**src/rtl/serial_subtractor.sv**
```systemverilog
// serial_subtractor: bit-serial a - b - bin, LSB first, through a single full-subtractor cell.
// Results are registered on completion and held until the next operation finishes.
module serial_subtractor #(
    parameter int WIDTH = 4
) (
    input  logic             clk,
    input  logic             rst,
    input  logic             start,
    input  logic [WIDTH-1:0] a,
    input  logic [WIDTH-1:0] b,
    input  logic             bin,
    output logic             busy,
    output logic             done,
    output logic [WIDTH-1:0] diff,
    output logic             bout,
    output logic             zero,
    output logic             ovf
);
    localparam int CW = $clog2(WIDTH);
    typedef enum logic [1:0] {IDLE, SHIFT, DONE} state_t;
    state_t state, state_n;
    logic [WIDTH-1:0] sa, sb, sd, sd_n;
    logic [CW-1:0] cnt;
    logic br, br_n, bmsb, d, load, last;
    always_ff @(posedge clk or posedge rst) begin
        if (rst) state <= IDLE;
        else state <= state_n;
    end
    always_comb begin
        load    = start && state != SHIFT;
        last    = cnt == CW'(WIDTH - 1);
        state_n = load ? SHIFT : state == SHIFT ? (last ? DONE : SHIFT) : IDLE;
        d       = sa[0] ^ sb[0] ^ br;
        br_n    = (~sa[0] & sb[0]) | (~(sa[0] ^ sb[0]) & br);
        sd_n    = {d, sd[WIDTH-1:1]};
        busy    = state == SHIFT;
        done    = state == DONE;
        ovf     = bmsb ^ bout;
    end
    // bmsb is the borrow entering the MSB; with bout it yields signed overflow
    always_ff @(posedge clk or posedge rst) begin
        if (rst) begin
            sa   <= '0;
            sb   <= '0;
            sd   <= '0;
            br   <= 1'b0;
            cnt  <= '0;
            bmsb <= 1'b0;
            diff <= '0;
            bout <= 1'b0;
            zero <= 1'b1;
        end else if (load) begin
            sa  <= a;
            sb  <= b;
            br  <= bin;
            cnt <= '0;
        end else if (state == SHIFT) begin
            sa  <= sa >> 1;
            sb  <= sb >> 1;
            sd  <= sd_n;
            br  <= br_n;
            cnt <= last ? cnt : cnt + 1'b1;
            if (last) begin
                bmsb <= br;
                diff <= sd_n;
                bout <= br_n;
                zero <= sd_n == '0;
            end
        end
    end
endmodule

```
**config.mk**
```make
export PLATFORM = sky130hd
export DESIGN_NAME = serial_subtractor
export DESIGN_NICKNAME = d
export VERILOG_FILES = /design/src/rtl/serial_subtractor.sv
export SDC_FILE = /design/constraint.sdc
export NUM_CORES = 1
export LEC_CHECK = 0
export ABC_AREA = 1
export BUFFER_PORTS_ARGS = -buffer_cell sky130_fd_sc_hd__buf_2
export CORE_ASPECT_RATIO = 1.1
export CORE_UTILIZATION = 34
export DETAILED_ROUTE_END_ITERATION = 16
export SYNTH_ARGS = -nofsm -noshare
export SYNTH_HDL_FRONTEND = slang
export SYNTH_SLANG_ARGS = --single-unit
```
**constraint.sdc**
```tcl
create_clock -name clk -period 1.9 [get_ports clk]
set_input_delay 0.38 -clock clk [delete_from_list [all_inputs] [get_ports clk]]
set_output_delay 0.38 -clock clk [all_outputs]
set_load 0.005 [all_outputs]
```
==> summary.txt, run 1 <==
Setup path
  • Critical-path cell with the highest stage delay: sky130_fd_sc_hd__dfrtp_1
  • Worst endpoint required time: about 1500 ps
  • Worst path cell trace: inv_2 > nor2_4 > buf_2
  • Start of the worst register-to-register path: br
  • Category of the worst setup path capture point: output port
  • Register-to-register path setup slack: ~600 ps
  • Total number of cells along the worst setup path: 3
  • Type of element launching the critical path: register
  • Critical path's largest stage delay: roughly 460 ps
  • Category of the most critical setup path: register to output port
  • Critical path fanouts, max: 9
  • FF-to-FF End: zero
  • Data arrival time of the critical path: about 1200 ps
  • R2r worst-path depth: 5
  • Crit path buf inv count: 2
  • Cell type group with the largest total delay on the critical path: flip-flops

Finish
  • Final antenna diode count: 0
  • Most common library cell in the layout ignoring fill and taps: sky130_fd_sc_hd__nand2_1
  • Number of cells in the finished layout apart from fillers: between 150 and 200
  • Most frequent cells in the layout: 31 x sky130_fd_sc_hd__nand2_1, 24 x sky130_fd_sc_hd__nand3_1, 22 x sky130_fd_sc_hd__dfrtp_1, 20 x sky130_fd_sc_hd__buf_2, 13 x sky130_fd_sc_hd__inv_1
  • Net count, final: between 150 and 200
  • Core utilization of the finished layout: a little over two fifths
  • Layout cells sized above 1: between 20% and 30%
  • Synthesis-to-layout area growth: 13.6%

Power
  • Total power density per cell area: between 1500 and 2000 nW/um^2
  • Largest voltage drop on the vdd net: between 700 and 800 uV
  • Leakage power total: 0.650 nW

Placed design
  • Dpl ws: between 600 and 700 ps
  • Placed cells: 167
  • HPWL Detailed: 1340 um
  • Placer congestion estimate: around 0.68
  • Count of input and output buffers: 20

Timing
  • Hold Vio Cnt, Final: 0
  • RSZ-0062 raised after global routing: no
  • Worst Hold Slack: roughly 76 ps
  • Layout Skew: roughly 13 ps
  • Worst max-slew margin expressed relative to the limit: between 70% and 80%
  • Transition at the pin with the smallest max-transition slack: 360 ps
  • Final setup violation count: 0
  • Clock period minus final worst setup slack: approximately 1600 ps
  • Minimum setup slack in the final design: roughly 330 ps
  • Share of the cycle needed by the critical path after routing: 82.5%
  • Pins Over Slew Limit: 0
  • F_max: approximately 640 MHz
  • Total negative setup slack: 0 ps

Floorplan
  • Die outline height: around 60 um
  • Total core area: between 2000 and 3000 um^2
  • Core Rows: 20
  • Total Die Area: 3330 um^2
  • Ports placed on the boundary: 21
  • Initial Utilization: between 30% and 40%
  • Die Wd: ~55 um

Hold path
  • Worst min path class: primary input to asynchronous set/reset pin

GRT
  • Initial antenna violation count: 0
  • First-pass GRT wire length: a little over 3000 um
  • Pin count of the biggest net entering global routing: 24
  • GR Util All Layers: 12.8%
  • Number of global-route vias before repair: 743
  • Remaining global-route overflow: 0

Clock tree
  • Number of gates resized after cts: 0
  • Insertion delay of the later-clocked pin in the worst-skew pair: 310 ps
  • TritonCTS Sinks: 23
  • Clk Tree Root Cell: sky130_fd_sc_hd__clkbuf_4
  • Clock tree from TritonCTS: done
  • Number of post-CTS setup repair buffers: 0
  • # hold bufs at CTS: 0
  • Number of buffers on the longest clock path: 2
  • Clock-pin transition on the worst setup and hold timing paths: around 130 ps
  • CTS Buf Count: 3
  • Maximum level of the CTS H-tree: 1

Routing
  • First-pass detailed-route iteration total: 4
  • Routed wire length: 1820 um
  • Initial detailed-routing violation count: 17
  • Post-route antenna net violation count: 0
  • Total via count in the routed design: 796
  • WL per Instance: ~11 um
  • Number of DRC violations after detailed routing: 0
  • Detailed-route vias per instance: 4.65

Logic synthesis
  • Post-synthesis instance area: 1050 um^2
  • FFs w/ async S/R, synth: 100%
  • Cells after Synth: between 100 and 150
  • Yosys reg bits: 23
  • Nets in the synthesized netlist: 131
  • Portion of the post-synthesis area used by sequential elements: about 55%
  • Post-synth cell types: 18
  • Post-synth EDFFs: 0
  • Average cell area after synthesis: roughly 9 um^2
  • Dominant register cell in the synthesized netlist: sky130_fd_sc_hd__dfrtp_1
  • Synthesis Warnings: 0

Outcome
  • Result of the run: complete, no violations

Job
  • Max-cap violations: 0
## synth_stat cells (2+ instances only)
library cell              instances  share of area, %
sky130_fd_sc_hd__inv_2            2              0.71
sky130_fd_sc_hd__o21ai_1          4               1.9
sky130_fd_sc_hd__nand2_2          2               1.2
sky130_fd_sc_hd__buf_4            2               1.4
sky130_fd_sc_hd__o21ai_2          5               4.2
sky130_fd_sc_hd__nand3_1         24                11
sky130_fd_sc_hd__dfrtp_1         22                52
sky130_fd_sc_hd__inv_1           13               4.6
sky130_fd_sc_hd__nand2_1         31                11
sky130_fd_sc_hd__nor2_1           4               1.4
## power breakdown
part / leakage (nW) / total, mW / internal (mW) / switching [mW]
clock network: 0.0150 / 0.225 / 0.0818 / 0.144
registers: 0.289 / 0.843 / 0.707 / 0.135
logic: 0.346 / 0.820 / 0.325 / 0.495
total: 0.650 / 1.89 / 1.11 / 0.774
## flip-flops by register name (all words and copies together) (netlist names)
signal and count:
bmsb 1, sa 4, diff 4, bout 1, sd 3, sb 4, br 1, state 2
zero 1, cnt 2
## routing by layer
layer  share of wire [%]  vias up  global-route usage [%]
met3                 4.6        2                    3.01
met2                  47       16                    21.2
met4                0.71        0                    6.43
met5                   0        -                       0
li1                    -      416                       -
met1                  48      362                    15.3
## kinds of logic (layout without fill, tap and decap cells)
family / after synthesis / in the layout / share of synthesized area (%)
buf+inv: 19 / 40 / 8.30
flops: 23 / 23 / 54.7
compound gates: 9 / 9 / 6.05
xor+xnor: 1 / 1 / 0.831
simple gates: 63 / 63 / 27.0
fa+ha+maj: 2 / 2 / 3.08
## tightest hold or removal path, stage by stage
cell                    delay (ps)
sky130_fd_sc_hd__buf_2         100
sky130_fd_sc_hd__inv_1          40
sky130_fd_sc_hd__buf_4         280
## cell type report
type | count | area [um^2]
clock buffer | 4 | 26.3
fill | 306 | 1650
inverter | 15 | 56.3
multi-input combinational | 75 | 390
sequential | 23 | 577
tap | 33 | 41.3
timing repair buffer | 21 | 108
## metrics by stage
step / instance area [um^2] / total power [mW]
after floorplan: 1050 / 1.50
after global placement: 1170 / 1.66
after detailed placement: 1170 / 1.69
after CTS: 1200 / 1.92
after global routing: 1200 / 2.09
final: 1200 / 1.89
## how the worst max path moves through the flow
stage / startpoint / end
6_report: state[0] / busy
5_1_grt: state[0] / busy
2_1_floorplan: br / zero
3_3_place_gp: br / zero
4_1_cts: state[0] / busy
3_5_place_dp: br / zero
No activity file was read; power rests on OpenSTA's default activity.
==> run 2: changes to the inputs <==
--- a/config.mk
+++ b/config.mk
@@ -5,7 +5,7 @@
 export SDC_FILE = /design/constraint.sdc
 export NUM_CORES = 1
 export LEC_CHECK = 0
-export ABC_AREA = 1
+export ABC_AREA = 0
 export BUFFER_PORTS_ARGS = -buffer_cell sky130_fd_sc_hd__buf_2
 export CORE_ASPECT_RATIO = 1.1
 export CORE_UTILIZATION = 34
==> constraint.sdc (replaced) <==
create_clock -name clk -period 1.4 [get_ports clk]
set_input_delay 0.28 -clock clk [delete_from_list [all_inputs] [get_ports clk]]
set_output_delay 0.28 -clock clk [all_outputs]
set_load 0.005 [all_outputs]
==> run 2 against run 1 <==
The run now ends with setup timing left. Sequential power is 36% higher. Synthesized cell count is 30% lower. Die area fell by 2.3%. Count of clock-buffer cells in the layout unchanged. Register-to-register slack worse by 710 ps. Synthesized area down 2.4%. Clock skew fell by 9.7 ps. Combinational power is 40% higher. Largest power group unchanged. Sequential share of layout area shrank 1.2 points. Global-route usage increased by 0.74 points. Critical path depth grew 1. Worst hold slack improved by 140 ps.
==> summary.txt, run 2 <==
Outcome
  • Result of the run: complete, but fails checks
  • Violated checks: setup timing

Logic synthesis
  • Dominant cell by count in the synthesized netlist: sky130_fd_sc_hd__dfrtp_1
  • Dominant register cell in the synthesized netlist: sky130_fd_sc_hd__dfrtp_1
  • Yosys reg bits: 23 (unchanged)
  • Post-synth cell types: 26 (+8)
  • Dominant cell type by area after synthesis: sky130_fd_sc_hd__dfrtp_1
  • Top-area cell type share of the netlist area: 53.5% (+1.3 points)
  • FFs w/ async S/R, synth: 100% (unchanged)
  • Post-synthesis instance area: 1030 um^2 (-2.4%)
  • Ranking of synthesized cells by area: sky130_fd_sc_hd__dfrtp_1 53%, sky130_fd_sc_hd__mux2i_1 7.8%, sky130_fd_sc_hd__mux2_4 4.4%, sky130_fd_sc_hd__o21ai_0 3.9%, sky130_fd_sc_hd__nand2_1 3.3%
  • Average cell area after synthesis: 12.6 um^2 (+39%)
  • Post-synth EDFFs: 0 (unchanged)
  • Most frequent cells after synthesis: 22 x sky130_fd_sc_hd__dfrtp_1, 9 x sky130_fd_sc_hd__nand2_1, 8 x sky130_fd_sc_hd__mux2i_1, 8 x sky130_fd_sc_hd__o21ai_0, 6 x sky130_fd_sc_hd__inv_1
  • Nets in the synthesized netlist: 96 (-27%)
  • Cells after Synth: 82 (-30%)
  • Portion of the post-synthesis area used by sequential elements: 56.0% (+1.3 points)
  • Synthesis Warnings: 0 (unchanged)

Placed design
  • Placer congestion estimate: 0.657 (-2.9%)
  • HPWL Detailed: 1170 um (-13%)
  • Placed cells: 135 (-19%)
  • Count of input and output buffers: 20 (unchanged)

Clock tree
  • TritonCTS Sinks: 23 (unchanged)
  • Maximum level of the CTS H-tree: 1 (unchanged)
  • Clk Tree Root Cell: sky130_fd_sc_hd__clkbuf_4
  • CTS Buf Count: 3 (unchanged)
  • Clock tree from TritonCTS: done
  • Insertion delay of the later-clocked pin in the worst-skew pair: 310 ps (about the same)
  • Number of buffers on the longest clock path: 2 (unchanged)
  • Clock-pin transition on the worst setup and hold timing paths: 120 ps (about the same)

Setup path
  • Data arrival time of the critical path: 1770 ps (+580 ps)
  • Category of the worst setup path capture point: register
  • Type of element launching the critical path: register
  • Worst endpoint required time: 1650 ps (+130 ps)
  • Category of the most critical setup path: register to register
  • Critical path fanouts, max: 2 (-7)

Routing
  • Total via count in the routed design: 651 (-18%)
  • Wire length on met1: 793 um (-9.3%)
  • Number of DRC violations after detailed routing: 0 (unchanged)
  • Post-route antenna net violation count: 0 (unchanged)
  • Met2 wire len: 793 um (-6.7%)
  • First-pass detailed-route iteration total: 3 (-1)
  • Initial detailed-routing violation count: 5 (-12)
  • Max layer used: met4
  • WL per Instance: 11.7 um (+9.7%)
  • Detailed-route vias per instance: 4.55 (-2.2%)
  • Routed length on met3: 61 um (-27%)
  • Routed wire length: 1670 um (-8.2%)

Timing
  • Transition at the pin with the smallest max-transition slack: 295 ps (-65.4 ps)
  • Minimum setup slack in the final design: -123 ps (-455 ps)
  • Pins Over Slew Limit: 0 (unchanged)
  • Share of the cycle needed by the critical path after routing: 109%
  • F_max: 657 MHz
  • Layout Skew: 3.35 ps (-9.67 ps)
  • Worst max-slew margin expressed relative to the limit: 80.4% (+4.4 points)
  • Total negative setup slack: -148 ps (-148 ps)
  • Clock period minus final worst setup slack: 1520 ps
  • Final setup violation count: 3 (+3)
  • Hold Vio Cnt, Final: 0 (unchanged)
  • RSZ-0062 raised after global routing: yes

GRT
  • Initial antenna violation count: 0 (unchanged)
  • First-pass GRT wire length: 3060 um (+1.4%)
  • GR Util All Layers: 13.5% (+0.74 points)
  • Remaining global-route overflow: 0 (unchanged)
  • Pin count of the biggest net entering global routing: 24 (unchanged)
  • Number of global-route vias before repair: 703 (-5.4%)

Power
  • Sw Share: 33.5% (-7.5 points)
  • Total power after layout: 2.62 mW (+39%)
  • Clock network fraction of design power: 11.8% (about the same)
  • Internal power component: 1.74 mW (+56%)
  • Part of the power in registers: 44.0% (-0.6 points)
  • Total power density per cell area: 2130 nW/um^2 (+35%)
  • Fraction of power consumed by combinational cells: 44.1% (+0.7 points)
  • Largest voltage drop on the vdd net: 838 uV (+17%)
  • Leakage power total: 0.631 nW (-2.9%)
  • Total net switching power: 0.876 mW (+13%)

Finish
  • Most common library cell in the layout ignoring fill and taps: sky130_fd_sc_hd__dfrtp_1
  • Sequential cell area: 577 um^2 (unchanged)
  • Number of cells in the finished layout apart from fillers: 143 (-16%)
  • Registers with the highest flip-flop counts: diff x4, sa x4, sb x4
  • Multi-input logic area: 399 um^2 (+2.2%)
  • Final antenna diode count: 0 (unchanged)
  • # fillers: 274 (-10%)
  • Layout cells sized above 1: 37.3% (+11 points)
  • Synthesis-to-layout area growth: 19.3%
  • Net count, final: 125 (-18%)
  • Most frequent cells in the layout: 22 x sky130_fd_sc_hd__dfrtp_1, 20 x sky130_fd_sc_hd__buf_2, 9 x sky130_fd_sc_hd__nand2_1, 8 x sky130_fd_sc_hd__o21ai_0, 8 x sky130_fd_sc_hd__mux2i_1

Floorplan
  • Die outline height: 59.7 um (-1.2%)
  • Die Wd: 54.5 um (-1.2%)
  • Core Rows: 20 (unchanged)
  • Ports placed on the boundary: 21 (unchanged)
  • Total core area: 2830 um^2 (-0.88%)
  • Total Die Area: 3250 um^2 (-2.3%)
  • Initial Utilization: 36.4% (-0.56 points)

Hold path
  • Worst min path class: primary input to register

Job
  • Max-cap violations: 0 (unchanged)
## run 2: cell types whose count changed in the layout (fill, tap and decap cells not counted), moves of 6 or more
| cell | change |
|---|---|
| sky130_fd_sc_hd__inv_1 | -8 |
| sky130_fd_sc_hd__nand3_1 | -24 |
| sky130_fd_sc_hd__buf_4 | +6 |
| sky130_fd_sc_hd__o21ai_0 | +8 |
| sky130_fd_sc_hd__mux2i_1 | +8 |
| sky130_fd_sc_hd__nand2_1 | -22 |
## run 2: layout make-up
cell class | instances | area share (%)
clock buffers | 4 | 2.14
inverters | 6 | 1.83
multi-input cells | 49 | 32.5
flip-flops and latches | 23 | 46.9
well taps | 33 | 3.36
repair buffers | 28 | 13.2
## run 2: worst paths after layout
path                             from     to  cells past startpoint  slack [ps]
worst max register to register  sb[0]   zero                      4        -120
worst min-delay path             b[3]  sb[3]                      3         210
min in group asynchronous         rst  sa[3]                      4         530
max in group asynchronous         rst   zero                      4         590
worst min register to register   zero   zero                      2         490
worst max-delay path            sb[0]   zero                      4        -120
## run 2: power groups by stage
stage,combinational (mW),clock [mW],sequential (mW)
floorplan,0.799,0,1.13
global placement,1.05,0,1.15
detailed placement,1.08,0,1.17
CTS,1.16,0.320,1.16
global route,1.32,0.347,1.21
finish,1.15,0.309,1.15
## run 2: layer usage
metal,up-vias,track usage (%)
li1,330,-
met1,301,15.9
met2,16,22.6
met3,4,2.29
met4,0,7.69
met5,-,0
## run 2: kinds of logic (layout without fill, tap and decap cells)
kind of cell             after synthesis  count (layout)  synth area share [%]
flip-flops                            23              23                  56.0
adder cells (fa/ha/maj)                2               2                  3.16
AND/OR/NAND/NOR                       17              17                  9.60
XOR/XNOR                               1               1                 0.851
multiplexers                          15              15                  16.5
AO/OA/AOI/OAI                         14              14                  8.26
buffers and inverters                 10              38                  5.59
## run 2: critical path, cell delays in order, from the launching register on
cell and delay (ps):
sky130_fd_sc_hd__dfrtp_1 360, sky130_fd_sc_hd__inv_1 60, sky130_fd_sc_hd__fa_1 490, sky130_fd_sc_hd__or4_1 400, sky130_fd_sc_hd__o21ai_1 150
## run 2: per-stage QoR
stage	instance area [um^2]	hold WS [ps]	utilization [%]	worst slack (ps)
6_report	1230	214	43.5	-123
5_1_grt	1230	244	43.5	-218
4_1_cts	1220	199	43.2	-110
3_5_place_dp	1170	342	41.2	-87.4
3_3_place_gp	1170	329	41.2	-53.1
2_1_floorplan	1030	281	-	-37.0
## run 2: timing repair
action                                  in CTS  in global routing
resized for setup                            2                  0
setup buffers                                2                  1
pin swaps                                    0                  2
endpoints found under the setup margin       4                  3
hold buffers                                 1                  0
endpoints found under the hold margin       22                  0
